==> src/rtl/is_pkg_uart_controller.sv <==
// Shared types and constants for the UART controller.
// The receive FSM uses its own state type so its names never collide with
// the transmit FSM's states.
package is_pkg_uart_controller;

  // Width of one data character on the serial line.
  localparam int DATA_W = 8;

  // Receive FSM states:
  //   R_IDLE  - line idle, waiting for a falling edge
  //   RSTRB   - start-bit validation at half a bit period
  //   RDT     - data bits, LSB first
  //   RPARB   - parity bit (only when parity is enabled)
  //   RSTB    - first stop bit
  //   R_WEND  - framing error seen, wait for the line to return high
  typedef enum logic [2:0] {
    R_IDLE,
    RSTRB,
    RDT,
    RPARB,
    RSTB,
    R_WEND
  } rx_state_t;

  // Parity error test for a received character.
  // The XOR of the data bits and the parity bit must equal the parity
  // sense: 0 for even parity, 1 for odd parity.
  function automatic logic rx_parity_error(
    input logic [DATA_W-1:0] data,
    input logic              par_bit,
    input logic              odd
  );
    return ((^data) ^ par_bit) != odd;
  endfunction

endpackage

==> src/rtl/is_sync_2ff.sv <==
// Two-flop synchroniser for an asynchronous single-bit input.
// The reset value is a parameter so idle-high serial lines and active-low
// flow-control inputs both come out of reset in their inactive level.
module is_sync_2ff #(
  parameter logic RST_VAL = 1'b1
) (
  input  logic clk,
  input  logic rst_n,
  input  logic d,
  output logic q
);

  logic meta;

  // Two back-to-back flops; only q may be used by downstream logic.
  // NOTE: sequential state is written with non-blocking assignments so that
  // every flop samples its input from before the clock edge; a blocking '='
  // here would collapse the two stages into one.
  always_ff @(posedge clk or negedge rst_n) begin
    if (!rst_n) begin
      meta <= RST_VAL;
      q    <= RST_VAL;
    end else begin
      meta <= d;
      q    <= meta;
    end
  end

endmodule

==> src/rtl/is_uart_rx_fsm.sv <==
// UART receive FSM.
// Oversamples rxd_i with the rx_ce_i enable, validates the start bit at its
// middle, samples data, parity and stop bits at their middles and hands the
// character to the host through a valid/ack holding register with parity,
// framing and overrun indications.
module is_uart_rx_fsm
  import is_pkg_uart_controller::*;
#(
  parameter int OVS        = 16,   // rx_ce_i ticks per bit, power of 2, >= 8
  parameter bit PARITY_EN  = 1'b1, // a parity bit follows the data bits
  parameter bit PARITY_ODD = 1'b0  // 0 = even parity, 1 = odd parity
) (
  input  logic              clk_i,
  input  logic              rst_i,
  input  logic              rx_ce_i,
  input  logic              rxd_i,
  input  logic              rx_ack_i,
  output logic [DATA_W-1:0] rx_data_o,
  output logic              rx_data_en_o,
  output logic              rx_par_err_o,
  output logic              rx_frm_err_o,
  output logic              rx_ovr_o,
  output logic              rxct_r_o
);

  localparam int CW = $clog2(OVS);
  localparam int BW = (DATA_W > 1) ? $clog2(DATA_W) : 1;

  // Tick count at the middle of the start bit, and at the end of a full bit
  // period (which is the middle of the next bit, as counting starts mid-start).
  localparam logic [CW-1:0] CNT_HALF = CW'(OVS / 2 - 1);
  localparam logic [CW-1:0] CNT_LAST = CW'(OVS - 1);
  localparam logic [BW-1:0] BIT_LAST = BW'(DATA_W - 1);

  // ---------------------------------------------------------------------------
  // Input synchroniser; every decision below uses rxd_s.
  // ---------------------------------------------------------------------------
  logic rxd_s;

  is_sync_2ff #(
    .RST_VAL (1'b1)
  ) u_sync_rxd (
    .clk   (clk_i),
    .rst_n (rst_i),
    .d     (rxd_i),
    .q     (rxd_s)
  );

  // ---------------------------------------------------------------------------
  // FSM state and datapath registers
  // ---------------------------------------------------------------------------
  rx_state_t         state_q, state_d;
  logic [CW-1:0]     cnt_q, cnt_d;
  logic [BW-1:0]     bit_cnt_q, bit_cnt_d;
  logic [DATA_W-1:0] shift_q, shift_d;
  logic              par_pend_q, par_pend_d;  // parity result for this frame
  logic              deliver;                 // stop bit sampled this cycle

  // State register plus bit/sample counters and the receive shift register.
  always_ff @(posedge clk_i or negedge rst_i) begin
    if (!rst_i) begin
      state_q    <= R_IDLE;
      cnt_q      <= '0;
      bit_cnt_q  <= '0;
      shift_q    <= '0;
      par_pend_q <= 1'b0;
    end else begin
      state_q    <= state_d;
      cnt_q      <= cnt_d;
      bit_cnt_q  <= bit_cnt_d;
      shift_q    <= shift_d;
      par_pend_q <= par_pend_d;
    end
  end

  // Next-state and datapath update; nothing moves except on an oversample tick.
  always_comb begin
    // NOTE: every signal driven here receives a default first, so no path
    // through the case statement leaves a value unassigned and no latch is
    // inferred.
    state_d    = state_q;
    cnt_d      = cnt_q;
    bit_cnt_d  = bit_cnt_q;
    shift_d    = shift_q;
    par_pend_d = par_pend_q;
    deliver    = 1'b0;

    if (rx_ce_i) begin
      unique case (state_q)
        R_IDLE: begin
          if (!rxd_s) begin
            state_d = RSTRB;
            cnt_d   = '0;
          end
        end

        RSTRB: begin
          if (cnt_q == CNT_HALF) begin
            cnt_d = '0;
            if (!rxd_s) begin
              // Still low at mid start bit: a real start bit.
              state_d    = RDT;
              bit_cnt_d  = '0;
              par_pend_d = 1'b0;
            end else begin
              // Line back high: a glitch, drop it silently.
              state_d = R_IDLE;
            end
          end else begin
            cnt_d = cnt_q + 1'b1;
          end
        end

        RDT: begin
          cnt_d = cnt_q + 1'b1;  // wraps to 0 after CNT_LAST
          if (cnt_q == CNT_LAST) begin
            // LSB arrives first, so shift in at the MSB and move right.
            shift_d   = {rxd_s, shift_q[DATA_W-1:1]};
            bit_cnt_d = bit_cnt_q + 1'b1;
            if (bit_cnt_q == BIT_LAST) begin
              state_d = PARITY_EN ? RPARB : RSTB;
            end
          end
        end

        RPARB: begin
          cnt_d = cnt_q + 1'b1;
          if (cnt_q == CNT_LAST) begin
            par_pend_d = rx_parity_error(shift_q, rxd_s, PARITY_ODD);
            state_d    = RSTB;
          end
        end

        RSTB: begin
          cnt_d = cnt_q + 1'b1;
          if (cnt_q == CNT_LAST) begin
            // Only the first stop bit is checked; a second one simply looks
            // like idle line to R_IDLE.
            deliver = 1'b1;
            state_d = rxd_s ? R_IDLE : R_WEND;
          end
        end

        R_WEND: begin
          // A line stuck low must not be taken as a new start bit.
          if (rxd_s) begin
            state_d = R_IDLE;
            cnt_d   = '0;
          end
        end

        default: begin
          state_d = R_IDLE;
          cnt_d   = '0;
        end
      endcase
    end
  end

  // ---------------------------------------------------------------------------
  // Host-side holding register
  // ---------------------------------------------------------------------------

  // Delivery loads data and flags; ack clears the valid flag; a delivery onto
  // unacknowledged data raises a one-cycle overrun pulse. Delivery wins over a
  // simultaneous ack, and that ack also suppresses the overrun.
  always_ff @(posedge clk_i or negedge rst_i) begin
    if (!rst_i) begin
      rx_data_o    <= '0;
      rx_data_en_o <= 1'b0;
      rx_par_err_o <= 1'b0;
      rx_frm_err_o <= 1'b0;
      rx_ovr_o     <= 1'b0;
    end else begin
      rx_ovr_o <= 1'b0;
      if (deliver) begin
        rx_data_o    <= shift_q;
        rx_par_err_o <= par_pend_q;
        rx_frm_err_o <= ~rxd_s;
        rx_data_en_o <= 1'b1;
        rx_ovr_o     <= rx_data_en_o & ~rx_ack_i;
      end else if (rx_ack_i) begin
        rx_data_en_o <= 1'b0;
      end
    end
  end

  // Ready only when idle and the holding register is empty.
  assign rxct_r_o = (state_q == R_IDLE) && !rx_data_en_o;

endmodule

==> config.mk <==
export PLATFORM = sky130hd
export DESIGN_NAME = is_uart_rx_fsm
export DESIGN_NICKNAME = d
export VERILOG_FILES = /design/src/rtl/is_pkg_uart_controller.sv /design/src/rtl/is_sync_2ff.sv /design/src/rtl/is_uart_rx_fsm.sv
export SDC_FILE = /design/constraint.sdc
export NUM_CORES = 1
export LEC_CHECK = 0
export CORE_ASPECT_RATIO = 0.6
export CORE_MARGIN = 2
export CORE_UTILIZATION = 31
export CTS_CLUSTER_DIAMETER = 100
export DETAILED_ROUTE_END_ITERATION = 8
export SLEW_MARGIN = 20
export SYNTH_ARGS = -nofsm -noshare
export SYNTH_HDL_FRONTEND = slang
export SYNTH_HIERARCHICAL = 1
export SYNTH_SLANG_ARGS = --single-unit
export TNS_END_PERCENT = 1
==> constraint.sdc <==
create_clock -name clk_i -period 2.4 [get_ports clk_i]
set_input_delay 0.48 -clock clk_i [delete_from_list [all_inputs] [get_ports clk_i]]
set_output_delay 0.48 -clock clk_i [all_outputs]
set_load 0.005 [all_outputs]
==> flow_summary.yaml <==
run_status:
  outcome: "completed"
clocking:
  clockRootBuffer: "clkbuf_8"
  cts-resized-gates: 0
  cts-buffers-inserted: 5
  cts_tree: "built"
  htreeDepth: 2
  hold_buffers: 0
  clockBufferDepth: 2
  clk_pin_slew_ps: 70
  cts_sinks: 33
  clock_latency_ps: 290
  post_cts_buffers: 0
detailed_routing:
  routed_wl_um: 3010
  ant_nets: 0
  vias: 1073
  drcViolationCount: 0
  drtPass1Iterations: 5
  drtIter0Drc: 26
  wl_per_cell_um: 13.7
  via_per_inst: 4.88
setup_path:
  critPathTopFamily: "buffers and inverters"
  path_cells: "nor4_1 -> clkdlybuf4s50_1"
  path_class: "reg -> out"
  reg2reg_slack_ps: 570
  r2r-start: "cnt_q[0]"
  critPathLaunchType: "flop"
  rr_worst_depth: 6
  r2r-end: "shift_q[3]"
  cp_data_arrival_time_ps: 1670
  cp.required_ps: 1920
  crit_slowest_cell: "clkdlybuf4s50_1"
  worstSetupEndpointType: "output port"
  critical_path.n_buffers_inverters: 1
  path_max_fanout: 11
  critical_path.max_stage_delay_ps: 560
hold_path:
  hp-start: "u_sync_rxd/meta"
  holdPathEnd: "u_sync_rxd/q"
  holdPathStages: 0
  min_path_type: "reg -> reg"
timing:
  layout_min_cycle_time_ps: 2150
  worstMarginPinSlew_ps: 442
  fmax_mhz: 464
  finClkSkew_ps: 10.4
  finalHoldViolations: 0
  setup-tns-final_ps: 0
  setup_viol: 0
  whs_ps: 357
  max-slew-margin-rel_pct: 70.4
  rsz0062_at_grt: "false"
  fin_crit_sh_pct: 89.7
  drv_slew: 0
place:
  hpwlAfterDp_um: 2100
  globalplace.congestion: 0.798
  io_buffers: 17
synth:
  synth.distinct_cells: 44
  synthCells: 132
  syn_nets: 140
  yosysWarnings: 6
  ys_ff_latch: 33
  yosysSeqAreaShare_pct: 51.8
  synth_area_per_cell_um2: 12.1
  synth_area_um2: 1600
run:
  maxCapViolCount: 0
floorplanning:
  die-area_um2: 5760
  die_y_um: 59.6
  start_util_pct: 31.9
  io_pins: 18
  fp.dieW_um: 96.7
  core_um2: 5000
  placementRows: 20
cells_and_area:
  final_cell_mix: "dfrtp_1, mux2_2, clkdlybuf4s50_1"
  final_common_cell: "dfrtp_1"
  area_delta_synth_final_pct: 20.3
  drive_gt1_share_pct: 26.0
  fin_util_pct: 38.4
  nets: 161
  antenna_cells: 0
global_route:
  grt_max_degree: 34
  grt_use_total_pct: 11.7
  antenna_found_initial: 0
  grt_pass1_vias: 1049
  grt_first_pass_wirelength_um: 5120
  overflow: 0
power_and_ir_drop:
  peakVddDrop_v: 0.000339
  power.density_nw_per_um2: 793
  cellLeakagePower_nw: 0.879
  finalPower_w: 0.00152
[flip-flops by register name, summed over array words and instances (netlist names), 3 cells and up]
| signal | flops |
|---|---|
| rx_data_o | 8 |
| state_q | 3 |
| shift_q | 8 |
| cnt_q | 4 |
| bit_cnt_q | 3 |
[cell usage after synthesis]
master / count / area share (%)
a211oi_1: 1 / 0.47
a21oi_1: 3 / 0.94
a22o_1: 2 / 1.1
a22o_2: 1 / 0.63
a31oi_1: 2 / 0.78
and3_1: 1 / 0.39
and3_4: 1 / 0.70
and3b_1: 1 / 0.55
and3b_2: 1 / 0.63
buf_2: 1 / 0.31
buf_4: 1 / 0.47
buf_6: 2 / 1.4
clkbuf_1: 1 / 0.23
clkbuf_8: 1 / 0.86
dfrtp_1: 31 / 49
dfstp_2: 2 / 3.3
ha_1: 3 / 2.3
inv_1: 3 / 0.70
mux2_2: 17 / 12
mux2_4: 1 / 0.94
nand2_1: 11 / 2.6
nand2b_1: 3 / 1.2
nand3_1: 3 / 0.94
nand4_2: 1 / 0.78
nor2_1: 4 / 0.94
nor2b_1: 1 / 0.39
nor3_1: 3 / 0.94
nor3_2: 1 / 0.63
nor4_1: 1 / 0.39
o2111ai_1: 1 / 0.55
o211ai_1: 2 / 0.94
o21ai_0: 6 / 1.9
o21ai_1: 3 / 0.94
o21bai_1: 1 / 0.47
o21bai_2: 1 / 0.70
o22ai_1: 1 / 0.39
o31ai_1: 2 / 0.94
o41ai_1: 1 / 0.55
or2_2: 1 / 0.39
or3_2: 1 / 0.47
xnor2_1: 5 / 2.7
xnor2_2: 1 / 1.0
xnor3_1: 1 / 1.4
xor2_1: 1 / 0.55
[how the worst max path moves through the flow]
| stage | from | depth (start not counted) | to | slack [ps] |
|---|---|---|---|---|
| floorplan | cnt_q[0] | 6 | shift_q[1] | 720 |
| global placement | rx_ce_i | 3 | rx_data_o[7] | 400 |
| detailed placement | rx_ce_i | 3 | rx_data_o[7] | 350 |
| CTS | state_q[0] | 2 | rxct_r_o | 230 |
| global route | state_q[0] | 2 | rxct_r_o | 140 |
| finish | state_q[0] | 2 | rxct_r_o | 250 |
[cell type report]
class                   count  area [um^2]
fillers                   495         3080
flip-flops and latches     33          828
multi-input cells          90          706
repair buffers             20          193
clock buffers               7         96.3
well taps                  66         82.6
inverters                   3         11.3
clock inverters             1         5.00
[routing by layer]
metal  GRT usage (%)  vias to the layer above  part of all wire (%)
li1                -                      525                     -
met1            15.7                      524                    53
met2            16.7                       19                    40
met3            4.72                        5                   5.3
met4            5.43                        0                   1.4
met5               0                        -                     0
[power breakdown]
group	switching (W)	leakage [nW]	total [W]	internal, W
sequential	0.0000806	0.448	0.000692	0.000612
clock	0.000200	0.0542	0.000459	0.000259
combinational	0.000210	0.377	0.000373	0.000163
[worst reg2reg max path, cell delays in order (launching register included)]
cell and delay (ps):
dfrtp_1 390, ha_1 260, and3_4 240, nand2_1 90
nor3_2 160, buf_4 210, mux2_2 350
[cells by family after synthesis]
logic type,after synthesis,synth area share (%)
and+or+nand+nor,34,11.9
buffers and inverters,9,3.99
AOI/OAI and AO/OA,27,11.3
muxes,18,12.9
adders and majority gates,3,2.35
DFF,33,51.8
xor gates and xnor gates,8,5.72
[stage by stage]
stage / cells / worst slack, ps / instance area (um^2)
4_1_cts: 220 / 230 / 1920
5_1_grt: 220 / 143 / 1920
3_5_place_dp: 212 / 346 / 1820
2_1_floorplan: 132 / 724 / 1600
3_3_place_gp: 212 / 403 / 1820
6_report: 220 / 246 / 1920
No activity file was read; power rests on OpenSTA's default activity.
